--- config.mk ---
export PLATFORM = sky130hd
export DESIGN_NAME = setuphold_capture
export DESIGN_NICKNAME = d
export VERILOG_FILES = /design/src/rtl/setuphold_pkg.sv /design/src/rtl/setuphold_sat_counter.sv /design/src/rtl/setuphold_capture.sv
export SDC_FILE = /design/constraint.sdc
export NUM_CORES = 1
export LEC_CHECK = 0
export BUFFER_PORTS_ARGS = -buffer_cell sky130_fd_sc_hd__buf_2
export CORE_AREA = 2 2 48 50
export CTS_CLUSTER_SIZE = 20
export DETAILED_ROUTE_END_ITERATION = 8
export DIE_AREA = 0 0 50 52
export HOLD_SLACK_MARGIN = 0.08
export PLACE_DENSITY_LB_ADDON = 0.25
export SYNTH_ARGS = -nofsm -noshare
export SYNTH_HDL_FRONTEND = slang
export SYNTH_SLANG_ARGS = --single-unit
--- constraint.sdc ---
create_clock -name CLK -period 1.4 [get_ports CLK]
set_input_delay 0.14 -clock CLK [delete_from_list [all_inputs] [get_ports CLK]]
set_output_delay 0.14 -clock CLK [all_outputs]
set_load 0.05 [all_outputs]
--- src/rtl/setuphold_pkg.sv ---
// setuphold_pkg: shared state encoding and default constants for the
// setuphold_capture block and its violation counter.
package setuphold_pkg;

  typedef enum logic {
    RUN  = 1'b0,
    HOLD = 1'b1
  } sh_state_e;

  localparam int WIDTH_DEF       = 1;
  localparam int VCNT_W_DEF      = 8;
  localparam int RECOVER_CYC_DEF = 2;
  // The recovery counter only ever holds 0..RECOVER_CYC, and RECOVER_CYC <= 255.
  localparam int RC_W            = 8;

endpackage

--- src/rtl/setuphold_sat_counter.sv ---
// setuphold_sat_counter: saturating up-counter with synchronous clear.
// When clear and increment coincide, the increment is kept, so the count lands on 1.
module setuphold_sat_counter #(
  parameter int W = 8
) (
  input  logic         clk,
  input  logic         rst_n,
  input  logic         inc,
  input  logic         clr,
  output logic [W-1:0] cnt
);

  // Clear has priority over saturation, but never drops a same-cycle increment.
  always_ff @(posedge clk) begin
    if (!rst_n)
      cnt <= '0;
    else if (clr)
      cnt <= inc ? W'(1) : '0;
    else if (inc && (cnt != '1))
      cnt <= cnt + 1'b1;
  end

endmodule

--- src/rtl/setuphold_capture.sv ---
// setuphold_capture: captures delayed data behind a $setuphold stage.
// Each NTFR toggle is one timing violation. A violation withholds Q for
// RECOVER_CYC cycles (HOLD), and VCNT counts the violations.
// Optional build macro SETUPHOLD_CAPTURE_XPROP_EN: Q reads all-x while VIOL is high.
module setuphold_capture
  import setuphold_pkg::*;
#(
  parameter int WIDTH       = WIDTH_DEF,
  parameter int VCNT_W      = VCNT_W_DEF,
  parameter int RECOVER_CYC = RECOVER_CYC_DEF
) (
  input  logic              CLK,
  input  logic              RST_N,
  input  logic [WIDTH-1:0]  dD,
  input  logic              NTFR,
  input  logic              CLR,
  output logic [WIDTH-1:0]  Q,
  output logic              QV,
  output logic              VIOL,
  output logic [VCNT_W-1:0] VCNT
);

  localparam logic [RC_W-1:0] RC_LOAD = RC_W'(RECOVER_CYC);

  logic             ntf_q;
  logic             ev;
  sh_state_e        state, state_nxt;
  logic [RC_W-1:0]  rc, rc_nxt;
  logic [WIDTH-1:0] q_r, q_nxt;
  logic             qv_r, qv_nxt;

  assign ev = NTFR ^ ntf_q;

  // State, recovery counter, capture and notifier registers. During reset,
  // ntf_q tracks NTFR so that releasing reset cannot look like a toggle.
  always_ff @(posedge CLK) begin
    if (!RST_N) begin
      state <= RUN;
      rc    <= '0;
      q_r   <= '0;
      qv_r  <= 1'b0;
      ntf_q <= NTFR;
    end else begin
      state <= state_nxt;
      rc    <= rc_nxt;
      q_r   <= q_nxt;
      qv_r  <= qv_nxt;
      ntf_q <= NTFR;
    end
  end

  // Next state: capture in RUN, count down in HOLD, and reload on every new violation.
  always_comb begin
    state_nxt = state;
    rc_nxt    = rc;
    q_nxt     = q_r;
    qv_nxt    = qv_r;
    case (state)
      RUN: begin
        if (ev) begin
          state_nxt = HOLD;
          rc_nxt    = RC_LOAD;
          qv_nxt    = 1'b0;
        end else begin
          q_nxt  = dD;
          qv_nxt = 1'b1;
        end
      end
      HOLD: begin
        if (ev) begin
          rc_nxt = RC_LOAD;
        end else begin
          rc_nxt = rc - 1'b1;
          // QV stays low here. The first fresh capture happens in RUN on the next edge.
          if (rc == RC_W'(1)) state_nxt = RUN;
        end
      end
      default: state_nxt = RUN;
    endcase
  end

  assign VIOL = (state == HOLD);
  assign QV   = qv_r;

`ifdef SETUPHOLD_CAPTURE_XPROP_EN
  assign Q = VIOL ? {WIDTH{1'bx}} : q_r;
`else
  assign Q = q_r;
`endif

  setuphold_sat_counter #(.W(VCNT_W)) u_vcnt (
    .clk   (CLK),
    .rst_n (RST_N),
    .inc   (ev),
    .clr   (CLR),
    .cnt   (VCNT)
  );

endmodule

==> results of run 1 <==
metrics by stage:
step / instance area [µm²] / power, µW / hold slack, ns / std cells
2_1_floorplan: 968 / 807 / 0.168 / 103
5_1_grt: 1210 / 1260 / 0.149 / 156
4_1_cts: 1180 / 1200 / 0.128 / 156
3_5_place_dp: 1110 / 866 / 0.310 / 150
6_report: 1210 / 1190 / 0.143 / 156
3_3_place_gp: 1110 / 860 / 0.306 / 150
synth_stat cells (2+ instances only):
cell type / instances / share of area [%]
mux2i_1: 2 / 2.2
ha_1: 3 / 4.0
a211oi_1: 3 / 2.4
and3_1: 3 / 2.0
xor2_1: 3 / 2.8
nor4_1: 3 / 2.0
inv_1: 3 / 1.2
a21boi_0: 2 / 1.6
nor2_1: 17 / 6.9
nor2b_1: 3 / 2.0
nand3_1: 3 / 1.6
a21oi_1: 3 / 1.6
o21ai_0: 2 / 1.1
xnor2_1: 6 / 5.6
nand2b_1: 2 / 1.3
nor4b_2: 2 / 3.2
nand2_1: 11 / 4.4
dfxtp_1: 20 / 43
layout make-up:
type / count / area share (%)
sequential: 20 / 34.5
clock buffer: 4 / 2.99
timing repair buffer: 23 / 11.6
multi-input combinational: 78 / 47.2
inverter: 3 / 0.929
tap: 28 / 2.89
worst max path at each step:
stage | to | slack [ns] | cells after the start
after CTS | u_vcnt.cnt[0]$_SDFFE_PN0P_ | -0.04 | 5
after global placement | u_vcnt.cnt[0]$_SDFFE_PN0P_ | 0.003 | 5
after global routing | u_vcnt.cnt[5]$_SDFFE_PN0P_ | -0.11 | 5
after detailed placement | u_vcnt.cnt[0]$_SDFFE_PN0P_ | -0.03 | 5
final | u_vcnt.cnt[5]$_SDFFE_PN0P_ | -0.04 | 5
after floorplan | u_vcnt.cnt[0]$_SDFFE_PN0P_ | -0.13 | 5
logic make-up (layout without fill, tap and decap cells):
group / after synthesis / in the layout / synth area share (%)
AO/OA/AOI/OAI: 14 / 14 / 11.0
XOR/XNOR: 10 / 10 / 10.2
adder cells (fa/ha/maj): 3 / 3 / 4.03
buffers and inverters: 5 / 30 / 2.15
flip-flops: 20 / 20 / 43.0
multiplexers: 2 / 2 / 2.15
AND/OR/NAND/NOR: 49 / 49 / 27.4
flip-flops by register name, summed over array words and instances (netlist names):
register and flops:
u_vcnt.cnt 8, Q 1, ntf_q 1, VIOL 1, QV 1, rc 8
power by group through the flow:
stage               combinational, µW  clock [µW]  sequential [µW]
global route                      261         359              637
CTS                               229         345              630
global placement                  218           0              642
floorplan                         123           0              683
detailed placement                223           0              643
finish                            232         329              632
placed cells by master, fill, tap and decap left out, types with 2 or more instances in the layout:
master,Yosys,routed
nor2_1,17,17
buf_2,1,15
nand2_1,11,11
dfxtp_1,20,10
dfxtp_2,0,8
xnor2_1,6,6
buf_4,0,6
inv_1,3,3
xor2_1,3,3
a21oi_1,3,3
nor2b_1,3,3
nand3_1,3,3
and3_1,3,3
a211oi_1,3,3
clkbuf_4,0,3
nand2b_1,2,2
nor4b_4,0,2
mux2i_1,2,2
o21ai_0,2,2
a21boi_0,2,2
ha_1,3,2
dlygate4sd3_1,0,2
dfxtp_4,0,2
routing by layer:
layer,vias up,track usage [%],wire length [µm]
met5,-,0,0
met4,0,9.72,16
met3,2,3.45,48
met2,10,25.9,886
met1,359,19.4,883
li1,403,-,-
what timing repair did:
action / 4_1_cts / 5_1_grt
endpoints found under the hold margin: 2 / 0
pin swaps: 0 / 4
gates resized for setup: 2 / 5
hold buffers: 2 / 0
setup buffers: 0 / 0
endpoints found under the setup margin: 3 / 7
==> flow_summary.yaml, run 1 <==
finish:
  final_util_pct: 57.6
  multiInputGateArea_um2: 572
  fin_nets: 137
  drive_gt1_share_pct: 34.4
  area_growth_pct: 30.2
  fillers: 188
  n_antenna_cell: 0
  layout.area.seq_um2: 418
route:
  routed_wl_um: 1840
  drtAntennaViolNets: 0
  drc: 0
  drt-initial-drc-count: 5
  wire_per_inst_um: 11.8
  routed_via_density: 4.96
  first_pass_iters: 4
  vias: 774
sta:
  grt_setup_unrepaired: "yes"
  max_freq_mhz: 693
  relSlewSlack_pct: 75.4
  hold_viol: 0
  clock_skew_ns: 0.000873
  tns_ns: -0.0427
  setup_viol: 1
  finalCritPeriodShare_pct: 103
  fin_crit_ns: 1.44
  worst_slew_pin_slew_ns: 0.368
  worst_slack_ns: -0.0427
  slew_viol_final: 0
worst_hold_path:
  hold_depth: 2
  worstHoldStart: "RST_N"
  hold_path_end: "VIOL$_SDFF_PN0_"
  hold_path_class: "in2reg"
pwr:
  ir_worst_vdd_mv: 0.606
  power.density_nw_per_um2: 984
  power.internal_uw: 853
  leakage_uw: 0.000501
  combPwrFrac_pct: 19.5
  p_clk_share_pct: 27.6
  swShare_pct: 28.5
  power_frac_seq_pct: 52.9
  switching_power_uw: 340
logic_synthesis:
  ys_ff_latch: 20
  synth_area_um2: 931
  syn_nets: 111
  ys_seq_area_share_pct: 43.0
  synth-async-reset-ratio_pct: 0
  avgSynthCellArea_um2: 9.04
  yosysWarnings: 0
  synth_edf_count: 0
  ys_types: 30
  yosys_most_used_dff: "dfxtp_1"
  postSynthCellCount: 103
clock_tree:
  cts.sinks: 20
  clk_pin_slew_worst_paths_ns: 0.11
  clock_latency_ns: 0.29
  cts_tree: "built"
  h-tree-depth: 1
  clock_path_buffers: 2
  cts-buffers-inserted: 3
  cts-root-buf: "clkbuf_4"
setup_path:
  cp_data_arrival_time_ns: 1.63
  required_ns: 1.58
  rr_startpoint: "ntf_q$_DFF_P_"
  cp-start-kind: "register"
  worstRegToRegCells: 5
  crit_path_top_delay_cell: "a2111oi_2"
  path_cells: "xnor2_2 > buf_4 > a2111oi_2 > xnor2_1 > nor2_1"
  reg2reg_slack_ns: -0.04
  worst-path-max-fanout: 4
  cp-end-kind: "register"
  slowest_delay_ns: 0.39
  path_delay_family: "compound AO/OA/AOI/OAI gates"
  reg2reg_to: "u_vcnt.cnt[5]$_SDFFE_PN0P_"
  timing.critical_path.buf_inv: 1
  crit_type: "reg2reg"
  setup.worst_path.start: "ntf_q$_DFF_P_"
die:
  core_area_um2: 2110
  die_w_um: 50
  num_rows: 17
  die_area_um2: 2600
  fp.dieH_um: 52
  ios: 16
  initial_utilization_pct: 44.2
place:
  dp_hpwl_um: 1300
  port_buffers: 15
  gp_routability_congestion: 0.721
  pre_cts_slack_ns: -0.0341
grt:
  overflow: 0
  grt_max_degree: 12
  antenna_found_initial: 0
  grt_pass1_wl_um: 3150
  grt_pass1_vias: 769
  grt_usage_pct: 16.0
status:
  violations: "setup timing"
  status: "finished, violations left"
run:
  cap_violations: 0
Note: power is estimated with default switching activity, not from simulation.
==> run 2, diff against run 1 <==
BUFFER_PORTS_ARGS = -buffer_cell sky130_fd_sc_hd__buf_4   (was -buffer_cell sky130_fd_sc_hd__buf_2)
CAP_MARGIN = 20   (was unset)
CORE_AREA = 2 2 45 47   (was 2 2 48 50)
DIE_AREA = 0 0 47 49   (was 0 0 50 52)
clock period = 1.8 ns   (was 1.4 ns; I/O delays follow)
==> flow_summary.yaml, run 2 (synthesis gave the netlist of run 1 again) <==
clock_tree:
  ctsResizeCount: 0
  cts_tree: "built"
  h-tree-depth: 1
  cts-buffers-inserted: 3
  clock_latency_ns: 0.29
  cts-root-buf: "clkbuf_4"
  clk_pin_slew_worst_paths_ns: 0.11
  cts_hold_buf: 1
  cts_setup_buffers: 0
  clock_path_buffers: 2
  cts.sinks: 20
place:
  gp_routability_congestion: 0.759
  dp_hpwl_um: 1250
  port_buffers: 15
route:
  routed_wl_um: 1630
  wire_per_inst_um: 11.0
  vias: 746
  drt-initial-drc-count: 6
  drtAntennaViolNets: 0
  routed_via_density: 5.04
  drc: 0
  first_pass_iters: 3
pwr:
  swShare_pct: 28.7
  power_uw: 859
  switching_power_uw: 247
  power.internal_uw: 613
  power.density_nw_per_um2: 774
  p_clk_share_pct: 23.5
  power_frac_seq_pct: 56.7
  ir_worst_vdd_mv: 0.513
  leakage_uw: 0.000440
  combPwrFrac_pct: 19.8
finish:
  n_antenna_cell: 0
  largest_registers: "rc: 8 flops, u_vcnt.cnt: 8 flops"
  layout_common_cells: "18 x dfxtp_1, 17 x nor2_1, 16 x buf_4"
  drive_gt1_share_pct: 21.5
  fin_nets: 131
  area_growth_pct: 19.4
  final_common_cell: "dfxtp_1"
sta:
  slew_viol_final: 0
  hold_viol: 0
  max_freq_mhz: 599
  fin_crit_ns: 1.67
  finalCritPeriodShare_pct: 92.7
  setup_viol: 0
  grt_setup_unrepaired: "no"
  worst_slew_pin_slew_ns: 0.416
  relSlewSlack_pct: 72.1
  tns_ns: 0
  clock_skew_ns: 0.00815
setup_path:
  path_cells: "dlygate4sd3_1 > buf_4 > xnor2_2 > a21oi_2 > or3b_1 > and3_1"
  worstRegToRegCells: 5
  crit_cells: 6
  slowest_delay_ns: 0.53
  cp_data_arrival_time_ns: 1.87
  cp-start-kind: "primary input"
  crit_path_top_delay_cell: "dlygate4sd3_1"
  crit_type: "in2reg"
  worst-path-max-fanout: 7
  path_delay_family: "buffers and inverters"
  cp-end-kind: "register"
  required_ns: 2.00
  timing.critical_path.buf_inv: 2
run:
  cap_violations: 0
worst_hold_path:
  hold_path_class: "in2reg"
  hold_depth: 3
grt:
  antenna_found_initial: 0
  grt_pass1_vias: 662
  grt_max_degree: 11
  grt_pass1_wl_um: 2820
  overflow: 0
  grt_usage_pct: 16.4
status:
  status: "completed"
die:
  die_area_um2: 2300
  fp.dieH_um: 49
  num_rows: 16
  die_w_um: 47
  core_area_um2: 1840
  initial_utilization_pct: 50.5
  ios: 16
==> run 2: worst reg2reg max path: stages (launching register included) <==
cell	delay (ns)
dfxtp_2	0.38
ha_1	0.23
and4_1	0.25
a21oi_2	0.10
or3b_1	0.36
and3_1	0.18
==> run 2: area by class of cell <==
cell class	count	area [µm²]
clock buffer	3	22.5
fill	174	731
inverter	3	11.3
multi-input combinational	78	510
sequential	20	403
tap	27	33.8
timing repair buffer	17	130
==> run 2: final timing paths <==
kind,startpoint,endpoint,slack [ns]
hold reg to reg,Q$_SDFFE_PN0P_,Q$_SDFFE_PN0P_,0.49
setup reg to reg,u_vcnt.cnt[0]$_SDFFE_PN0P_,u_vcnt.cnt[0]$_SDFFE_PN0P_,0.21
hold / removal,dD,Q$_SDFFE_PN0P_,0.13
setup / recovery,NTFR,u_vcnt.cnt[0]$_SDFFE_PN0P_,0.13
==> run 2: power groups by stage <==
stage | logic, µW | registers [µW] | clock network (µW)
2_1_floorplan | 92.6 | 528 | 0
3_3_place_gp | 167 | 496 | 0
3_5_place_dp | 171 | 498 | 0
4_1_cts | 173 | 488 | 212
5_1_grt | 190 | 491 | 233
6_report | 170 | 488 | 202
==> run 2: through the flow <==
| stage | utilization (%) | cell area [µm²] | instances | setup WS [ns] | hold slack [ns] |
|---|---|---|---|---|---|
| after CTS | 60.3 | 1110 | 148 | 0.122 | 0.127 |
| after global placement | 58.6 | 1080 | 144 | 0.275 | 0.325 |
| after detailed placement | 58.6 | 1080 | 144 | 0.222 | 0.327 |
| after global routing | 60.3 | 1110 | 148 | 0.0343 | 0.146 |
| after floorplan | - | 933 | 103 | 0.0887 | 0.208 |
| final | 60.3 | 1110 | 148 | 0.132 | 0.130 |
==> run 2: routing by layer <==
metal	GRT usage, %	share of wire [%]	vias up
met5	0	0	-
met3	2.22	2.4	4
met2	25.8	52	8
met4	6.94	1.7	0
li1	-	-	392
met1	21.9	44	342
==> run 3, diff against run 2 <==
BUFFER_PORTS_ARGS = -buffer_cell sky130_fd_sc_hd__clkbuf_2   (was -buffer_cell sky130_fd_sc_hd__buf_4)
CORE_AREA = 2 2 47 49   (was 2 2 45 47)
DIE_AREA = 0 0 49 51   (was 0 0 47 49)
==> flow_summary.yaml, run 3 (synthesis gave the netlist of run 1 again) <==
status:
  status: "completed"
sta:
  worst_slew_pin_slew_ns: 0.435
  clock_skew_ns: 0.0180
  max_freq_mhz: 604
  slew_viol_final: 0
  relSlewSlack_pct: 70.9
  setup_viol: 0
  fin_crit_ns: 1.66
  worst_slack_ns: 0.144
  tns_ns: 0
  finalCritPeriodShare_pct: 92.0
  grt_setup_unrepaired: "no"
  hold_viol: 0
setup_path:
  crit_type: "in2reg"
  crit_path_top_delay_cell: "dlygate4sd3_1"
  required_ns: 2.02
  slowest_delay_ns: 0.53
  cp-end-kind: "register"
  cp-start-kind: "primary input"
  worst-path-max-fanout: 7
  cp_data_arrival_time_ns: 1.87
  path_cells: "dlygate4sd3_1 > clkbuf_2 > xnor2_2 > a21oi_2 > or3b_1 > and3_1"
grt:
  grt_pass1_wl_um: 2970
  grt_pass1_vias: 670
  grt_usage_pct: 15.3
  grt_max_degree: 13
  overflow: 0
  antenna_found_initial: 0
route:
  drc: 0
  first_pass_iters: 3
  routed_wl_um: 1650
  wl_met2_um: 816
  routed_via_density: 4.97
  wire_per_inst_um: 11.0
  highest_layer: "met4"
  vias: 746
  drtAntennaViolNets: 0
  drt-initial-drc-count: 4
  wl_met1_um: 760
  route.met3.wl_um: 57
die:
  ios: 16
  die_w_um: 49
  num_rows: 17
  fp.dieH_um: 51
  initial_utilization_pct: 45.1
  core_area_um2: 2060
  die_area_um2: 2500
clock_tree:
  clk_pin_slew_worst_paths_ns: 0.13
  cts-buffers-inserted: 3
  cts.sinks: 20
  cts_setup_buffers: 0
  cts-root-buf: "clkbuf_4"
  cts_tree: "built"
  h-tree-depth: 1
  clock_latency_ns: 0.30
  clock_path_buffers: 2
place:
  dp_hpwl_um: 1240
  gp_routability_congestion: 0.789
  port_buffers: 15
  placed_cells: 145
  pre_cts_slack_ns: 0.232
pwr:
  power.density_nw_per_um2: 919
  ir_worst_vdd_mv: 0.523
  leakage_uw: 0.000443
finish:
  layout_common_cells: "18 x dfxtp_1, 17 x nor2_1, 15 x clkbuf_2"
  final_util_pct: 53.5
  fin_cells: 150
  area_growth_pct: 18.7
  n_antenna_cell: 0
  fin_nets: 131
  final_common_cell: "dfxtp_1"
  largest_registers: "rc: 8 flops, u_vcnt.cnt: 8 flops"
  drive_gt1_share_pct: 22.1
worst_hold_path:
  hold_path_class: "in2reg"
run:
  cap_violations: 0
==> run 3: changes by cell type in the layout (fill, tap and decap cells not counted) <==
cell and delta:
clkbuf_2 +15, buf_4 -15, bufinv_16 +1
==> run 3: worst paths after layout <==
path	slack, ns	end	cells past startpoint	startpoint
hold reg to reg	0.50	Q$_SDFFE_PN0P_	2	Q$_SDFFE_PN0P_
hold / removal	0.12	Q$_SDFFE_PN0P_	3	dD
setup reg to reg	0.21	u_vcnt.cnt[0]$_SDFFE_PN0P_	5	u_vcnt.cnt[0]$_SDFFE_PN0P_
setup / recovery	0.14	u_vcnt.cnt[0]$_SDFFE_PN0P_	6	NTFR
==> run 3: power by group <==
part           switching, µW  internal (µW)  total, µW
clock network            141            225        366
logic                    102           60.0        162
registers               21.3            467        488
total                    264            752       1020
==> run 3: layer usage <==
metal  vias to the layer above  GRT usage, %
met5                         -             0
li1                        392             -
met1                       343          19.4
met2                         9          25.6
met4                         0          4.29
met3                         2          4.39
==> run 3: layout make-up <==
cell class                 instances  area, µm²
multi-input combinational         78        510
timing repair buffer              17       92.6
clock buffer                       3       22.5
inverter                           3       11.3
clock inverter                     1       30.0
fill                             219        958
tap                               28       35.0
sequential                        20        403
==> run 3: what timing repair did <==
| action | in CTS | in global routing |
|---|---|---|
| endpoints found under the hold margin | 1 | 0 |
| gates resized for setup | 0 | 0 |
| hold buffers | 1 | 0 |
==> run 3: critical path: cells and delay by family <==
kind / cells / cell delay (ns)
simple gates: 2 / 0.53
xor+xnor: 1 / 0.36
buf+inv: 2 / 0.67
compound gates: 1 / 0.12
==> run 3: metrics by stage <==
stage	area, µm²	hold WS [ns]	power (µW)
CTS	1100	0.101	1030
global route	1100	0.0938	1070
floorplan	933	0.208	621
global placement	1040	0.352	655
detailed placement	1040	0.356	659
finish	1100	0.117	1020
